`src/rtl/ram_port_arbiter.sv`:
```
// ram_port_arbiter: shares one single-port RAM between the core data port and video scan-out.
// Video wins by default; a starvation counter forces a core slot after MAX_WAIT refusals.
module ram_port_arbiter #(
    parameter int ADDR_W   = 15,
    parameter int DATA_W   = 16,
    parameter int MAX_WAIT = 4
) (
    input  logic              clk,
    input  logic              rst_n,
    input  logic              core_req,
    input  logic              core_we,
    input  logic [ADDR_W-1:0] core_addr,
    input  logic [DATA_W-1:0] core_wdata,
    output logic              core_gnt,
    output logic              core_rvalid,
    output logic [DATA_W-1:0] core_rdata,
    input  logic              vid_req,
    input  logic [ADDR_W-1:0] vid_addr,
    output logic              vid_gnt,
    output logic              vid_rvalid,
    output logic [DATA_W-1:0] vid_rdata,
    output logic [ADDR_W-1:0] ram_addr,
    output logic              ram_we,
    output logic [DATA_W-1:0] ram_wdata,
    input  logic [DATA_W-1:0] ram_rdata
);
    logic [3:0] r_wait_cnt;
    logic       r_rd_pend;
    logic       r_rd_owner;
    logic       r_ret_pend;
    logic       r_ret_owner;
    logic       w_core_pri;
    logic       w_rd_acc;

    assign w_core_pri = core_req && (r_wait_cnt >= 4'(MAX_WAIT));
    assign core_gnt   = core_req && (w_core_pri || !vid_req);
    assign vid_gnt    = vid_req && !w_core_pri;
    assign w_rd_acc   = vid_gnt || (core_gnt && !core_we);

    // rd_pend/rd_owner track the address edge; ret_* track the edge the RAM output becomes valid
    always_ff @(posedge clk or negedge rst_n) begin
        if (!rst_n) begin
            r_wait_cnt  <= '0;
            r_rd_pend   <= 1'b0;
            r_rd_owner  <= 1'b0;
            r_ret_pend  <= 1'b0;
            r_ret_owner <= 1'b0;
            ram_addr    <= '0;
            ram_we      <= 1'b0;
            ram_wdata   <= '0;
            core_rvalid <= 1'b0;
            vid_rvalid  <= 1'b0;
            core_rdata  <= '0;
            vid_rdata   <= '0;
        end else begin
            r_wait_cnt  <= (core_req && !core_gnt) ? ((r_wait_cnt == 4'd15) ? 4'd15 : r_wait_cnt + 4'd1) : 4'd0;
            ram_we      <= core_gnt && core_we;
            if (core_gnt || vid_gnt)
                ram_addr <= vid_gnt ? vid_addr : core_addr;
            if (core_gnt)
                ram_wdata <= core_wdata;
            r_rd_pend   <= w_rd_acc;
            r_rd_owner  <= vid_gnt;
            r_ret_pend  <= r_rd_pend;
            r_ret_owner <= r_rd_owner;
            core_rvalid <= r_ret_pend && !r_ret_owner;
            vid_rvalid  <= r_ret_pend && r_ret_owner;
            if (r_ret_pend && !r_ret_owner)
                core_rdata <= ram_rdata;
            if (r_ret_pend && r_ret_owner)
                vid_rdata <= ram_rdata;
        end
    end
endmodule

```
`config.mk`:
```
export PLATFORM = sky130hd
export DESIGN_NAME = ram_port_arbiter
export DESIGN_NICKNAME = d
export VERILOG_FILES = /design/src/rtl/ram_port_arbiter.sv
export SDC_FILE = /design/constraint.sdc
export NUM_CORES = 1
export LEC_CHECK = 0
export ABC_AREA = 1
export CORE_AREA = 2 2 96 98
export DETAILED_ROUTE_END_ITERATION = 8
export DIE_AREA = 0 0 98 100
export HOLD_SLACK_MARGIN = 0.08
export PLACE_DENSITY = 0.7
export SKIP_LAST_GASP = 1
export SLEW_MARGIN = 5
export SYNTH_ARGS = -nofsm -noshare
export SYNTH_HDL_FRONTEND = slang
export SYNTH_SLANG_ARGS = --single-unit
```
`constraint.sdc`:
```
create_clock -name clk -period 3 [get_ports clk]
set_input_delay 0.6 -clock clk [delete_from_list [all_inputs] [get_ports clk]]
set_output_delay 0.6 -clock clk [all_outputs]
set_load 0.02 [all_outputs]
```
==> flow_summary.ini, run 1 <==
[run_status]
outcome = finished clean

[min_path]
hold_path_class = reg2reg
worstHoldStart = r_rd_pend

[floorplan]
fp-row-count = 35
boundaryPins = 135
start_util = 0.3354
die_w_um = 98
die_area_um2 = 9800
core_um2 = 8890
die_h_um = 100

[synth]
ys_seq_area_frac = 0.6211
synth_edf_count = 0
synth_flop_cell = dfrtp_1
netlist_instances = 334
synth_top_cell_by_area = dfrtp_1
syn_area_um2 = 2982
synth_nets = 402
avgSynthCellArea_um2 = 8.927
synth-async-reset-ratio = 1.000
yosys-top-cells-area = dfrtp_1, nand2_1, o21ai_0
ys_warn_count = 0
synth_top_area_frac = 0.6211
ys_seq_elements = 74
synth_cell_types = 20

[pwr]
peakVddDrop_uv = 260.3
power.density_nw_per_um2 = 582.1
power_mw = 2.681
leakagePower_nw = 2.218

[critical_path]
end_kind = output pin
path_max_fanout = 4
crit_type = in2out
setup.worst_path.start_class = input port
arrival_ns = 2.05
r2r_start = r_ret_pend
cp.required_ns = 2.40
startpoint = core_req

[detailed_routing]
vias_per_cell = 4.460
vias = 2600
drt_pass1_iterations = 4
ant_nets = 0
wire_per_inst_um = 12.11
drc = 0
drt-initial-drc-count = 62
routed_wl_mm = 7.061

[global_routing]
grt_max_degree = 75
antenna_found_initial = 0
grt_overflow = 0
grt_pass1_vias = 2543
grt_use_total = 0.1487
grt_pass1_wl_mm = 11.84

[sta]
max_freq_mhz = 377.1
clock_skew_ns = 0.005573
setup_tns_ns = 0
drv_slew = 0
rsz0062_at_grt = false
hold_violations = 0
final-setup-viol-count = 0
period_share = 0.8840
tightest_slew_ns = 0.9750
period_minus_slack_ns = 2.652
relSlewSlack = 0.3500
hold_ws_ns = 0.3659

[clock_tree]
insertion_delay_ns = 0.33
cts_root_buf = clkbuf_8
cts-resized-gates = 0
post_cts_buffers = 0
hold_buffers = 0
h-tree-depth = 3
cts_buffers = 9
tritoncts = built
clock-sinks = 74
cts_buffer_depth = 2
clkTransAtPathRegs_ns = 0.07

[placed_design]
dp_hpwl_mm = 5.012
globalplace.congestion = 0.7076
port_buffers = 134

[final_layout]
area_growth_pct = 54.47
insertedDiodeCount = 0
drive_gt1_frac = 0.05720
utilization = 0.5181
nets = 535
nFillCells = 829

[job]
maxCapViolations = 0
stage by stage:
| step | std cells | area (um2) | setup WS [ns] |
|---|---|---|---|
| after detailed placement | 567 | 4402 | 0.3323 |
| after floorplan | 334 | 2982 | 1.178 |
| after global placement | 567 | 4402 | 0.3496 |
| after CTS | 583 | 4606 | 0.3280 |
| final | 583 | 4606 | 0.3480 |
| after global routing | 583 | 4606 | 0.2855 |
metal layers:
layer,GRT usage,share of wire,up-vias
met1,0.1937,0.45,1208
met4,0.05556,0.014,0
met3,0.04039,0.068,12
li1,-,-,1292
met2,0.2392,0.47,88
met5,0,0,-
sequential cells by signal, summed over array words and instances (netlist names):
register	count
core_rvalid	1
r_ret_owner	1
r_ret_pend	1
ram_we	1
vid_rdata	16
ram_wdata	16
r_wait_cnt	4
r_rd_pend	1
r_rd_owner	1
ram_addr	15
vid_rvalid	1
core_rdata	16
worst max-delay path: stages:
cell	delay (ns)
clkdlybuf4s50_1	0.56
inv_1	0.10
a21oi_2	0.14
clkdlybuf4s50_1	0.65
layout make-up:
class | instances | area (um2) | area share
flip-flops and latches | 74 | 1852 | 0.4021
repair buffers | 139 | 1376 | 0.2988
well taps | 111 | 138.9 | 0.03015
inverters | 38 | 142.6 | 0.03097
clock buffers | 11 | 151.4 | 0.03287
multi-input cells | 205 | 892.1 | 0.1937
clock inverters | 5 | 52.55 | 0.01141
cell usage after synthesis (3+ instances only):
cell type / number
o21ai_0: 33
nand3_1: 32
clkbuf_1: 5
nor2_1: 17
inv_1: 38
buf_2: 8
dfrtp_1: 74
a21oi_1: 3
nand2_1: 111
buf_6: 3
cells by family after synthesis:
| logic type | after synthesis | share of synthesized area |
|---|---|---|
| AO/OA/AOI/OAI | 39 | 0.06882 |
| flip-flops | 74 | 0.6211 |
| other | 1 | 0.001258 |
| adder cells (fa/ha/maj) | 1 | 0.004196 |
| buffers and inverters | 55 | 0.08057 |
| XOR/XNOR | 1 | 0.002938 |
| AND/OR/NAND/NOR | 163 | 0.2212 |
power breakdown:
group	leakage [nW]	switching, mW	internal [mW]	total (mW)
logic	1.21	0.357	0.351	0.708
registers	0.907	0.0689	1.13	1.20
clock network	0.105	0.352	0.425	0.778
total	2.22	0.778	1.90	2.68
path summary, 6_finish.rpt:
check	endpoint	slack, ns	depth (start not counted)
setup reg to reg	core_rdata[2]	1.46	3
setup / recovery	core_gnt	0.35	4
min in group asynchronous	core_rdata[5]	0.38	1
hold / removal	r_ret_pend	0.37	0
hold reg to reg	r_ret_pend	0.37	0
max in group asynchronous	r_ret_pend	2.00	1
layout by cell type, fill, tap and decap left out:
cell type / Yosys / layout
nand2_1: 111 / 111
clkinvlp_4: 0 / 1
dfrtp_1: 74 / 74
clkdlybuf4s50_1: 0 / 133
inv_1: 38 / 38
clkbuf_8: 0 / 11
bufinv_16: 0 / 1
o21ai_0: 33 / 33
a21oi_1: 3 / 3
buf_4: 0 / 6
or2_1: 1 / 1
clkinv_2: 0 / 3
o21ai_2: 1 / 1
a21oi_2: 1 / 1
ha_1: 1 / 1
nor2_1: 17 / 16
conb_1: 1 / 1
nand2_2: 1 / 1
nor2_2: 1 / 2
xnor2_1: 1 / 1
a21o_1: 1 / 1
nand3_1: 32 / 32
Power figures use the tool's default switching activity.
==> run 2: changes to the inputs <==
- CTS_CLUSTER_SIZE: default -> 28
==> results of run 2 <==
No change in the layout: final DEF, timing and power equal those of run 1.
==> run 3: changes to the inputs <==
- ABC_AREA: 1 -> default
- CORE_AREA: 2 2 96 98 -> 2 2 93 95
- DIE_AREA: 0 0 98 100 -> 0 0 95 97
- PLACE_DENSITY: 0.7 -> 0.71
- SLEW_MARGIN: 5 -> 10
- TNS_END_PERCENT: default -> 30
==> run 3 against run 2 <==
Effect of this change:
- core utilization increased by 3.1 points
- largest cell class unchanged
- die area decreased by 6.0%
- area after synthesis decreased by 5.6%
- first-iteration DRC count decreased by 16%
- worst hold slack got worse by 0.013 ns
- critical path type unchanged
- sequential power about the same
- combinational power increased by 5.5%
- sequential cell count unchanged
- final cell count decreased by 27%
- critical endpoint unchanged
- power increased by 4.9%
- register-to-register slack got worse by 0.07 ns
- fmax decreased by 5.0%
==> flow_summary.ini, run 3 <==
[clock_tree]
cts_root_buf = clkbuf_8
h-tree-depth = 3
cts_buffer_depth = 2
cts-resized-gates = 0
hold_buffers = 0
clkTransAtPathRegs_ns = 0.08
insertion_delay_ns = 0.34
post_cts_buffers = 0
clock-sinks = 74
cts_buffers = 9
tritoncts = built

[sta]
clock_skew_ns = 0.006653
hold_ws_ns = 0.3532
hold_violations = 0
rsz0062_at_grt = false
period_share = 0.9302
max_freq_mhz = 358.4
tightest_slew_ns = 1.040
period_minus_slack_ns = 2.790
final-setup-viol-count = 0
relSlewSlack = 0.3042
drv_slew = 0
setup_tns_ns = 0

[synth]
ys_seq_elements = 74
yosys-top-cells-area = dfrtp_1, mux2_2, a221o_1
synth_top_area_frac = 0.6578
netlist_instances = 179
synth_cell_types = 17
synth_flop_cell = dfrtp_1
synth_top_cell_by_area = dfrtp_1
avgSynthCellArea_um2 = 15.73
synth_nets = 247
syn_area_um2 = 2815
synth-async-reset-ratio = 1.000
ys_seq_area_frac = 0.6578
synth_edf_count = 0
ys_warn_count = 0
yosysMostFrequentCell = dfrtp_1
synthTopCellsByCount = dfrtp_1, mux2_2, and3_1, a221o_1, buf_6

[placed_design]
dp_hpwl_mm = 4.655
globalplace.congestion = 0.6882
port_buffers = 134

[final_layout]
area_growth_pct = 58.67
insertedDiodeCount = 0
reg_top3 = core_rdata (16), ram_wdata (16), vid_rdata (16)
drive_gt1_frac = 0.2205
final_common_cell = clkdlybuf4s50_1
nets = 385
final_cell_mix = clkdlybuf4s50_1, dfrtp_1, mux2_2, and3_1, a221o_1

[pwr]
leakagePower_nw = 1.916
peakVddDrop_uv = 288.9
power.density_nw_per_um2 = 629.6

[critical_path]
arrival_ns = 2.19
path_max_fanout = 9
end_kind = output pin
r2r_end = core_rdata[3]
cp.required_ns = 2.40
crit_type = in2out
setup.worst_path.start_class = input port
rr_worst_depth = 2
r2r_slack_ns = 1.39
r2r_start = r_ret_owner

[detailed_routing]
drt-initial-drc-count = 52
vias = 2015
routed_wl_mm = 6.464
drc = 0
ant_nets = 0
vias_per_cell = 4.719
wire_per_inst_um = 15.14
drt_pass1_iterations = 6

[global_routing]
grt_use_total = 0.1460
use_met2 = 0.2373
use_met1 = 0.1794
grt_overflow = 0
grt_max_degree = 75
grt_pass1_wl_mm = 10.49
use_met3 = 0.05763
antenna_found_initial = 0
grt_pass1_vias = 2166
gr-max-usage-layer = met2

[min_path]
hold_path_class = reg2reg
min_path_cells = 0
worstHoldStart = r_rd_owner
whs_endpoint = r_ret_owner

[floorplan]
core_um2 = 8134
start_util = 0.3461
die_w_um = 95
die_area_um2 = 9215
fp-row-count = 33
die_h_um = 97
boundaryPins = 135

[job]
maxCapViolations = 0

[run_status]
outcome = finished clean
run 3: cell count changes after synthesis, moves of 2 or more:
cell / delta
nand2_1: -109
mux2_2: +48
inv_1: -36
nand3_1: -32
o21ai_0: -32
and3_1: +17
a221o_1: +15
nor2_1: -15
buf_2: -5
a21oi_1: -3
and2_1: +2
clkbuf_1: -2
nor2b_1: +2
run 3: power by group:
group          internal [mW]  leakage (nW)  total (mW)  switching [mW]
Combinational          0.419         0.927       0.747           0.328
Clock                  0.475         0.106       0.860           0.384
Sequential              1.13         0.883        1.21          0.0705
Total                   2.03          1.92        2.81           0.783
run 3: worst max-delay path by stage:
stage / from / to / slack [ns]
6_report: vid_req / core_gnt / 0.21
3_5_place_dp: vid_req / core_gnt / 0.22
3_3_place_gp: vid_req / core_gnt / 0.27
5_1_grt: vid_req / core_gnt / 0.15
2_1_floorplan: core_req / vid_gnt / 1.12
4_1_cts: vid_req / core_gnt / 0.22
run 3: through the flow:
step | cell area (um2) | setup WS (ns) | total power, mW | std cells | util
after floorplan | 2815 | 1.124 | 1.562 | 179 | -
after global placement | 4242 | 0.2652 | 1.968 | 411 | 0.5215
after detailed placement | 4242 | 0.2175 | 1.983 | 411 | 0.5215
after CTS | 4467 | 0.2204 | 2.856 | 427 | 0.5491
after global routing | 4467 | 0.1456 | 2.958 | 427 | 0.5491
final | 4467 | 0.2095 | 2.812 | 427 | 0.5491
run 3: kinds of logic after synthesis:
group	after synthesis	synth area share
flops	74	0.6578
mux	48	0.1920
simple gates	26	0.05867
compound gates	17	0.05778
buf+inv	12	0.02800
fa+ha+maj	1	0.004444
other cells	1	0.001332
run 3: metal layers:
layer | routed length (um) | vias to the layer above
met5 | 0 | -
met4 | 88 | 0
met3 | 456 | 10
met2 | 3249 | 80
met1 | 2669 | 999
li1 | - | 926
run 3: cell type report:
class	count	area (um2)
Timing Repair Buffer	137	1361
Clock buffer	9	123.9
Multi-Input combinational cell	93	889.6
Sequential cell	74	1852
Tap cell	105	131.4
Inverter	2	7.507
Fill cell	716	3667
Clock inverter	7	101.3
run 3: critical path, cell delays in order:
cell	delay [ns]
clkdlybuf4s50_1	0.65
nor3b_4	0.32
nor2b_2	0.08
clkdlybuf4s50_1	0.54
